<file path="src/rtl/pipe_adder_pkg.sv">
// pipe_adder_pkg
// Shared constants and helpers for the chunked pipelined adder.
//   SAT_WRAP / SAT_CLAMP : values for the pipe_adder SAT parameter
//   calc_stages()        : number of pipeline stages for a WIDTH/CHUNK pair
package pipe_adder_pkg;

    localparam int SAT_WRAP  = 0;  // sum wraps modulo 2^WIDTH
    localparam int SAT_CLAMP = 1;  // sum clamps to all-ones on carry out

    // One stage per CHUNK-bit slice of the operands.
    function automatic int calc_stages(input int width, input int chunk);
        return width / chunk;
    endfunction

endpackage

</file>
<file path="src/rtl/pipe_adder_if.sv">
// pipe_adder_if
// Valid/ready operand and result channels of the pipelined adder.
//   in_valid/in_ready  : operand handshake (a, b, cin)
//   out_valid/out_ready: result handshake (sum, cout)
// Modports:
//   master : the block feeding operands and consuming results
//   slave  : the adder itself
interface pipe_adder_if #(
    parameter int WIDTH = 16
);
    logic             in_valid;
    logic             in_ready;
    logic [WIDTH-1:0] a;
    logic [WIDTH-1:0] b;
    logic             cin;
    logic             out_valid;
    logic             out_ready;
    logic [WIDTH-1:0] sum;
    logic             cout;

    modport master (
        output in_valid, a, b, cin, out_ready,
        input  in_ready, out_valid, sum, cout
    );

    modport slave (
        input  in_valid, a, b, cin, out_ready,
        output in_ready, out_valid, sum, cout
    );
endinterface

</file>
<file path="src/rtl/pipe_adder_chunk.sv">
// adder_chunk
// Purely combinational CHUNK-bit adder slice used by each pipeline stage.
//   x, y : CHUNK-bit addends
//   ci   : carry in
//   s    : CHUNK-bit sum
//   co   : carry out of the slice
module adder_chunk #(
    parameter int CHUNK = 8
) (
    input  logic [CHUNK-1:0] x,
    input  logic [CHUNK-1:0] y,
    input  logic             ci,
    output logic [CHUNK-1:0] s,
    output logic             co
);
    assign {co, s} = {1'b0, x} + {1'b0, y} + {{CHUNK{1'b0}}, ci};
endmodule

</file>
<file path="src/rtl/pipe_adder.sv">
// pipe_adder
// Unsigned WIDTH-bit adder split into WIDTH/CHUNK pipeline stages with a
// valid/ready handshake and a single global stall.
//   clk  : clock, all state on rising edge
//   rst  : synchronous active-high reset, clears valid bits and data
//   bus  : pipe_adder_if slave (operands in, result out); its WIDTH must
//          match this module's WIDTH
// Parameters: WIDTH (operand/sum bits), CHUNK (bits per stage),
//             SAT (SAT_WRAP or SAT_CLAMP).
module pipe_adder
    import pipe_adder_pkg::*;
#(
    parameter int WIDTH = 16,
    parameter int CHUNK = 8,
    parameter int SAT   = SAT_WRAP
) (
    input  logic         clk,
    input  logic         rst,
    pipe_adder_if.slave  bus
);
    localparam int STAGES = calc_stages(WIDTH, CHUNK);

    if (CHUNK < 1 || WIDTH < 1 || (WIDTH % CHUNK) != 0) begin : g_bad_width
        $fatal(1, "pipe_adder: WIDTH (%0d) must be a non-zero multiple of CHUNK (%0d)", WIDTH, CHUNK);
    end
    if (SAT != SAT_WRAP && SAT != SAT_CLAMP) begin : g_bad_sat
        $fatal(1, "pipe_adder: SAT must be 0 or 1, got %0d", SAT);
    end

    // Stage k register contents: sum_reg[k] has chunks 0..k valid, while
    // a_reg/b_reg[k] carry the untouched operands forward so that chunks
    // k+1.. are available to later stages (skew registers).
    logic [STAGES-1:0] valid_reg;
    logic [STAGES-1:0] c_reg;
    logic [WIDTH-1:0]  sum_reg [STAGES];
    logic [WIDTH-1:0]  a_reg   [STAGES];
    logic [WIDTH-1:0]  b_reg   [STAGES];

    logic [STAGES-1:0]            c_next;
    logic [STAGES-1:0][WIDTH-1:0] sum_next;
    logic [STAGES-1:0][WIDTH-1:0] a_next;
    logic [STAGES-1:0][WIDTH-1:0] b_next;

    logic advance;
    logic out_valid;

    assign out_valid = valid_reg[STAGES-1];
    assign advance   = !out_valid || bus.out_ready;

    // While rst is high nothing is accepted anyway (reset wins in the
    // register update), so ready is forced high to avoid back-pressuring a
    // source across a reset.
    assign bus.in_ready  = advance || rst;
    assign bus.out_valid = out_valid;
    assign bus.cout      = c_reg[STAGES-1];
    assign bus.sum       = (SAT == SAT_CLAMP && c_reg[STAGES-1]) ? '1 : sum_reg[STAGES-1];

    genvar gi;
    for (gi = 0; gi < STAGES; gi++) begin : g_stage
        logic [WIDTH-1:0] op_a;
        logic [WIDTH-1:0] op_b;
        logic [WIDTH-1:0] base_sum;
        logic [WIDTH-1:0] merged;
        logic [CHUNK-1:0] chunk_sum;
        logic             carry_in;

        if (gi == 0) begin : g_head
            assign op_a     = bus.a;
            assign op_b     = bus.b;
            assign carry_in = bus.cin;
            assign base_sum = '0;
        end else begin : g_body
            assign op_a     = a_reg[gi-1];
            assign op_b     = b_reg[gi-1];
            assign carry_in = c_reg[gi-1];
            assign base_sum = sum_reg[gi-1];
        end

        adder_chunk #(
            .CHUNK (CHUNK)
        ) u_chunk (
            .x  (op_a[gi*CHUNK +: CHUNK]),
            .y  (op_b[gi*CHUNK +: CHUNK]),
            .ci (carry_in),
            .s  (chunk_sum),
            .co (c_next[gi])
        );

        // Lower sum chunks ride along unchanged; this stage fills in its own.
        always_comb begin
            merged = base_sum;
            merged[gi*CHUNK +: CHUNK] = chunk_sum;
        end

        assign sum_next[gi] = merged;
        assign a_next[gi]   = op_a;
        assign b_next[gi]   = op_b;
    end

    // All stages shift together or hold together; bubbles keep their slot.
    always_ff @(posedge clk) begin
        if (rst) begin
            valid_reg <= '0;
            c_reg     <= '0;
            for (int k = 0; k < STAGES; k++) begin
                sum_reg[k] <= '0;
                a_reg[k]   <= '0;
                b_reg[k]   <= '0;
            end
        end else if (advance) begin
            valid_reg[0] <= bus.in_valid;
            for (int k = 1; k < STAGES; k++) begin
                valid_reg[k] <= valid_reg[k-1];
            end
            c_reg <= c_next;
            for (int k = 0; k < STAGES; k++) begin
                sum_reg[k] <= sum_next[k];
                a_reg[k]   <= a_next[k];
                b_reg[k]   <= b_next[k];
            end
        end
    end

endmodule

</file>
<file path="src/flat_wrapper.sv">
// flat-port wrapper written by rule: the top's interface ports become plain ports
module pipe_adder_flat import pipe_adder_pkg::*;
#(
    parameter int WIDTH = 16,
    parameter int CHUNK = 8,
    parameter int SAT   = SAT_WRAP
)
  (clk, rst, bus_in_valid, bus_a, bus_b, bus_cin, bus_out_ready, bus_in_ready, bus_out_valid, bus_sum, bus_cout);
  pipe_adder_if #(.WIDTH(WIDTH)) bus_i ();
  input  logic clk;
  input  logic rst;
  input wire logic [$bits(bus_i.in_valid)-1:0] bus_in_valid;
  input wire logic [$bits(bus_i.a)-1:0] bus_a;
  input wire logic [$bits(bus_i.b)-1:0] bus_b;
  input wire logic [$bits(bus_i.cin)-1:0] bus_cin;
  input wire logic [$bits(bus_i.out_ready)-1:0] bus_out_ready;
  output wire logic [$bits(bus_i.in_ready)-1:0] bus_in_ready;
  output wire logic [$bits(bus_i.out_valid)-1:0] bus_out_valid;
  output wire logic [$bits(bus_i.sum)-1:0] bus_sum;
  output wire logic [$bits(bus_i.cout)-1:0] bus_cout;
  assign bus_i.in_valid = bus_in_valid;
  assign bus_i.a = bus_a;
  assign bus_i.b = bus_b;
  assign bus_i.cin = bus_cin;
  assign bus_i.out_ready = bus_out_ready;
  assign bus_in_ready = bus_i.in_ready;
  assign bus_out_valid = bus_i.out_valid;
  assign bus_sum = bus_i.sum;
  assign bus_cout = bus_i.cout;
  pipe_adder #(.WIDTH(WIDTH), .CHUNK(CHUNK), .SAT(SAT)) u_core (.clk(clk), .rst(rst), .bus(bus_i));
endmodule
</file>
<file path="config.mk">
export PLATFORM = sky130hd
export DESIGN_NAME = pipe_adder_flat
export DESIGN_NICKNAME = d
export VERILOG_FILES = /design/src/rtl/pipe_adder_pkg.sv /design/src/rtl/pipe_adder_if.sv /design/src/rtl/pipe_adder_chunk.sv /design/src/rtl/pipe_adder.sv /design/src/flat_wrapper.sv
export SDC_FILE = /design/constraint.sdc
export NUM_CORES = 1
export LEC_CHECK = 0
export ABC_AREA = 1
export CORE_ASPECT_RATIO = 1.5
export CORE_UTILIZATION = 60
export DETAILED_ROUTE_END_ITERATION = 10
export DONT_BUFFER_PORTS = 1
export HOLD_SLACK_MARGIN = 0.12
export PLACE_DENSITY_LB_ADDON = 0.2
export SLEW_MARGIN = 20
export SYNTH_ARGS = -nofsm -noshare
export SYNTH_HDL_FRONTEND = slang
export SYNTH_SLANG_ARGS = --single-unit
</file>
<file path="constraint.sdc">
create_clock -name clk -period 4.8 [get_ports clk]
set_input_delay 1.44 -clock clk [delete_from_list [all_inputs] [get_ports clk]]
set_output_delay 1.44 -clock clk [all_outputs]
set_load 0.005 [all_outputs]
</file>
* After elaboration in Yosys (flattened, before gate mapping)
Memories as Yosys holds them, arrays and structs flattened.
Index checks and enable logic that the tools add are counted.
** Word-level totals
- Register bits after elaboration :: 4
- RAM bits :: 96
- Bits of input ports :: 37
- Output and inout bits :: 19
- Word-level logic and storage cells :: 29
- Memories :: 3
** Operators by class
- $add $sub $neg :: 4
- Multiplexer cells :: 11
- Bitwise gates (word level) :: 6
- Reduce and logical (&&, ||, !) cells :: 3
** Memories
- u_core.a_reg :: depth 2, bits a word 16, read ports 1, clocked after Yosys merged registers in 0, wr ports 2, RTL line pipe_adder.sv:36 : logic [WIDTH-1:0] a_reg [STAGES];
- u_core.b_reg :: depth 2, bits a word 16, read ports 1, clocked after Yosys merged registers in 0, wr ports 2, RTL line pipe_adder.sv:37 : logic [WIDTH-1:0] b_reg [STAGES];
- u_core.sum_reg :: depth 2, bits a word 16, read ports 2, clocked after Yosys merged registers in 0, wr ports 2, RTL line pipe_adder.sv:35 : logic [WIDTH-1:0] sum_reg [STAGES];
** Operators by type and width (number)
- $mux 16 :: 6
- $add 8x8->9 :: 2
- $add 9x1->9 :: 2
- $or 1x1->1 :: 6
- $mux 1 :: 5
- $logic_or 1x1->1 :: 2
- $logic_not 1->1 :: 1

* Depth between registers and ports, before layout
- Word-level depth :: 6
- Depth in mapped cells :: 9
- Mapped depth without buffers :: 9

* Hierarchy
From an unflattened synthesis, not the netlist that was laid out.
** Unflattened totals
- Cells, all modules :: 262
- Area, all modules :: 2508.7 sq um
** By module, submodules not included
- pipe_adder :: instances 1, cells each 144, area an instance 1737.9 sq um, seq. area each 1281.2 sq um
- adder_chunk (u_core.g_stage[0].u_chunk) :: instances 1, cells each 59, area an instance 386.6 sq um, seq. area each 0.0 sq um
- adder_chunk (u_core.g_stage[1].u_chunk) :: instances 1, cells each 59, area an instance 384.1 sq um, seq. area each 0.0 sq um

* Worst setup path before layout
OpenSTA, ideal clock, no wires.
- Kind :: input -> output
- From :: in bus_out_ready
- To :: out bus_in_ready
- Arrival :: 2.415 ns
- Path slack :: 0.945 ns
- Cell stages on the path :: 2
- Buffers on the path :: 0
- Cell sequence :: nor2_2 -> nand2_1
** Between the ends
- Cells in the longest elaborated chain, start to end :: 2
** RTL lines
- start, declared :: RTL line flat_wrapper.sv:16 : input wire logic [$bits(bus_i.out_ready)-1:0] bus_out_ready;
- $logic_or 1x1->1 :: RTL line pipe_adder.sv:48 : assign advance = !out_valid || bus.out_ready;
- $logic_or 1x1->1 :: RTL line pipe_adder.sv:53 : assign bus.in_ready = advance || rst;
- end, declared :: RTL line flat_wrapper.sv:17 : output wire logic [$bits(bus_i.in_ready)-1:0] bus_in_ready;
Every way passes these cells.

* Worst setup path in the final report
Ends and elaborated chain as after synthesis.

==> reports/metrics.cfg <==
[run_status]
outcome = complete, no violations

[floorplanning]
die_h_microns = 78.4
die_area_sq_mm = 0.00415
ios = 56
start_util_pct = 63.3
fp.dieW_microns = 52.9
rows = 27
coreArea_sq_mm = 0.00368

[detailed_routing]
firstDrtPassIters = 4
routed_wl_microns = 3740
dr.first_iter.drc_count = 34
viasPerCell = 5.26
final_antenna_net_count = 0
wire_per_inst_microns = 12.8
vias = 1541
drc = 0

[critical_path]
path_max_fanout = 4
crit_path_end_kind = output pin
crit_family = simple AND/OR/NAND/NOR gates
crit_type = primary input to output pin
worstSetupStartpointType = primary input
critPathBufInv = 0
max_stage_delay_ps = 220
worst_ep_required_time_ps = 3360
reg2reg_depth = 8
path_cells = nor2_2, nand2_2
worstPathArrival_ps = 1780
worst-path-stages = 2
crit_slowest_cell = nor2_2

[clock_network]
clk_pin_slew_ps = 70
postCtsSetupBuffers = 0
cts_made_buffers = 5
cts.sinks = 44
cts_tree = yes
clkLatencyLatePin_ps = 280
clock_path_buffers = 2
post_cts_resized = 0
htree_levels = 2
cts_root_buf = clkbuf_8
cts_hold_buf = 0

[finish]
final_cells = 293
design_area_sq_mm = 0.00247
fin_nets = 304
multi_input_area_sq_um = 853
regArea_sq_mm = 0.00128
n_fill_cell = 286
drive_gt1_share_pct = 6.40
largest_register_ffs = 24
n_antenna_cell = 0
syn2layout_area_growth_pct = 6.01

[timing]
fin_crit_ps = 3220
fmax_mhz = 311
slew_headroom_pct = 63.0
fin_skew_ps = 2.80
tns_ps = 0
rsz0062_at_grt = false
min_period_over_period_pct = 67.0
drv_slew = 0
finalSetupViolCount = 0
worstMarginPinSlew_ps = 554
setup_slack_ps = 1580
hold_violations = 0

[yosys]
ys_seq_area_share_pct = 54.9
synth_top_area_share_pct = 51.5
syn_area_sq_mm = 0.00233
yosysUniqueCellTypes = 21
avgSynthCellArea_sq_um = 9.52
yosysWarnings = 0
synthCells = 245
yosys_register_bits = 44
yosys-top-cells-area = edfxtp_1, nor2_1, ha_1
synth_nets = 300
yosys.area.top_type = edfxtp_1

[global_route]
antenna_found_initial = 0
grt_pass1_vias = 1507
grt_pass1_wl_microns = 6220
grt_max_degree = 43
overflow = 0
track_usage_pct = 21.0

[placement]
dp_hpwl_microns = 2740
post-place-cells = 285
dpl_worst_slack_ps = 1580
io_buffers = 0
placed_area_sq_mm = 0.00236
gp_congestion = 0.749

[power]
vdd_drop_max_v = 0.000222
power.density_mw_per_mm2 = 349
power_leakage_nw = 1.21

[worst_hold_path]
min_path_cells = 2
hp-class = register to register

[job]
maxCapViolCount = 0

per-layer routing:
layer  track usage (%)  wire length, microns
met3              5.81                   123
met2              38.1                  2100
met4              8.95                    81
met1              21.4                  1440
met5                 0                     0
Yosys cell counts:
master / count
o21ai_0: 3
nor3b_2: 2
inv_2: 1
or2_1: 1
fa_1: 4
buf_2: 2
nand3_1: 12
or2_4: 2
clkbuf_8: 1
inv_1: 44
nor2_1: 47
nor2_4: 1
dfxtp_1: 4
a21oi_1: 16
buf_4: 1
nor2_2: 1
edfxtp_1: 40
and2_1: 1
nand3b_1: 3
ha_1: 14
nand2_1: 45
area by class of cell:
class / instances / area share [%]
Clock inverter: 2 / 1.42
Multi-Input combinational cell: 152 / 34.5
Inverter: 45 / 6.83
Sequential cell: 44 / 51.8
Timing Repair Buffer: 1 / 0.304
Clock buffer: 6 / 2.94
Tap cell: 43 / 2.18
power by group:
group	switching [W]	total [W]	internal, W
logic	0.0000730	0.000119	0.0000464
registers	0.0000154	0.000476	0.000460
clock network	0.000113	0.000267	0.000154
placed cells by master (no fill, tap or decap), drive strengths merged:
master	instances
a21oi	16
and2	1
buf	1
bufinv	1
clkbuf	6
clkinv	1
dfxtp	4
edfxtp	40
fa	4
ha	14
inv	45
nand2	45
nand3	12
nand3b	3
nor2	49
nor3b	2
o21ai	3
or2	3
cell families (layout without fill, tap and decap cells):
family / count (synthesis) / after routing / share of synthesized area [%]
flops: 44 / 44 / 54.9
simple gates: 115 / 115 / 21.5
compound gates: 19 / 19 / 4.08
fa+ha+maj: 18 / 18 / 10.9
buf+inv: 49 / 54 / 8.58
final timing paths:
path,from,end,slack [ps]
max,bus_out_ready,bus_in_ready,1580
min,u_core.valid_reg[0]$_SDFFE_PP0P_,u_core.valid_reg[0]$_SDFFE_PP0P_,480
max reg2reg,u_core.a_reg[0][8]$_SDFFCE_PN0P_,u_core.sum_reg[0][30]$_SDFFCE_PN0P_,2750
min reg2reg,u_core.valid_reg[0]$_SDFFE_PP0P_,u_core.valid_reg[0]$_SDFFE_PP0P_,480
through the flow:
stage	power [W]	util, %	hold WS (ps)
after CTS	0.000873	67.1	486
after floorplan	0.000580	-	441
after global routing	0.000913	67.1	536
final	0.000862	67.1	477
after global placement	0.000600	64.2	472
after detailed placement	0.000605	64.2	463
Note: power is estimated with default switching activity, not from simulation.
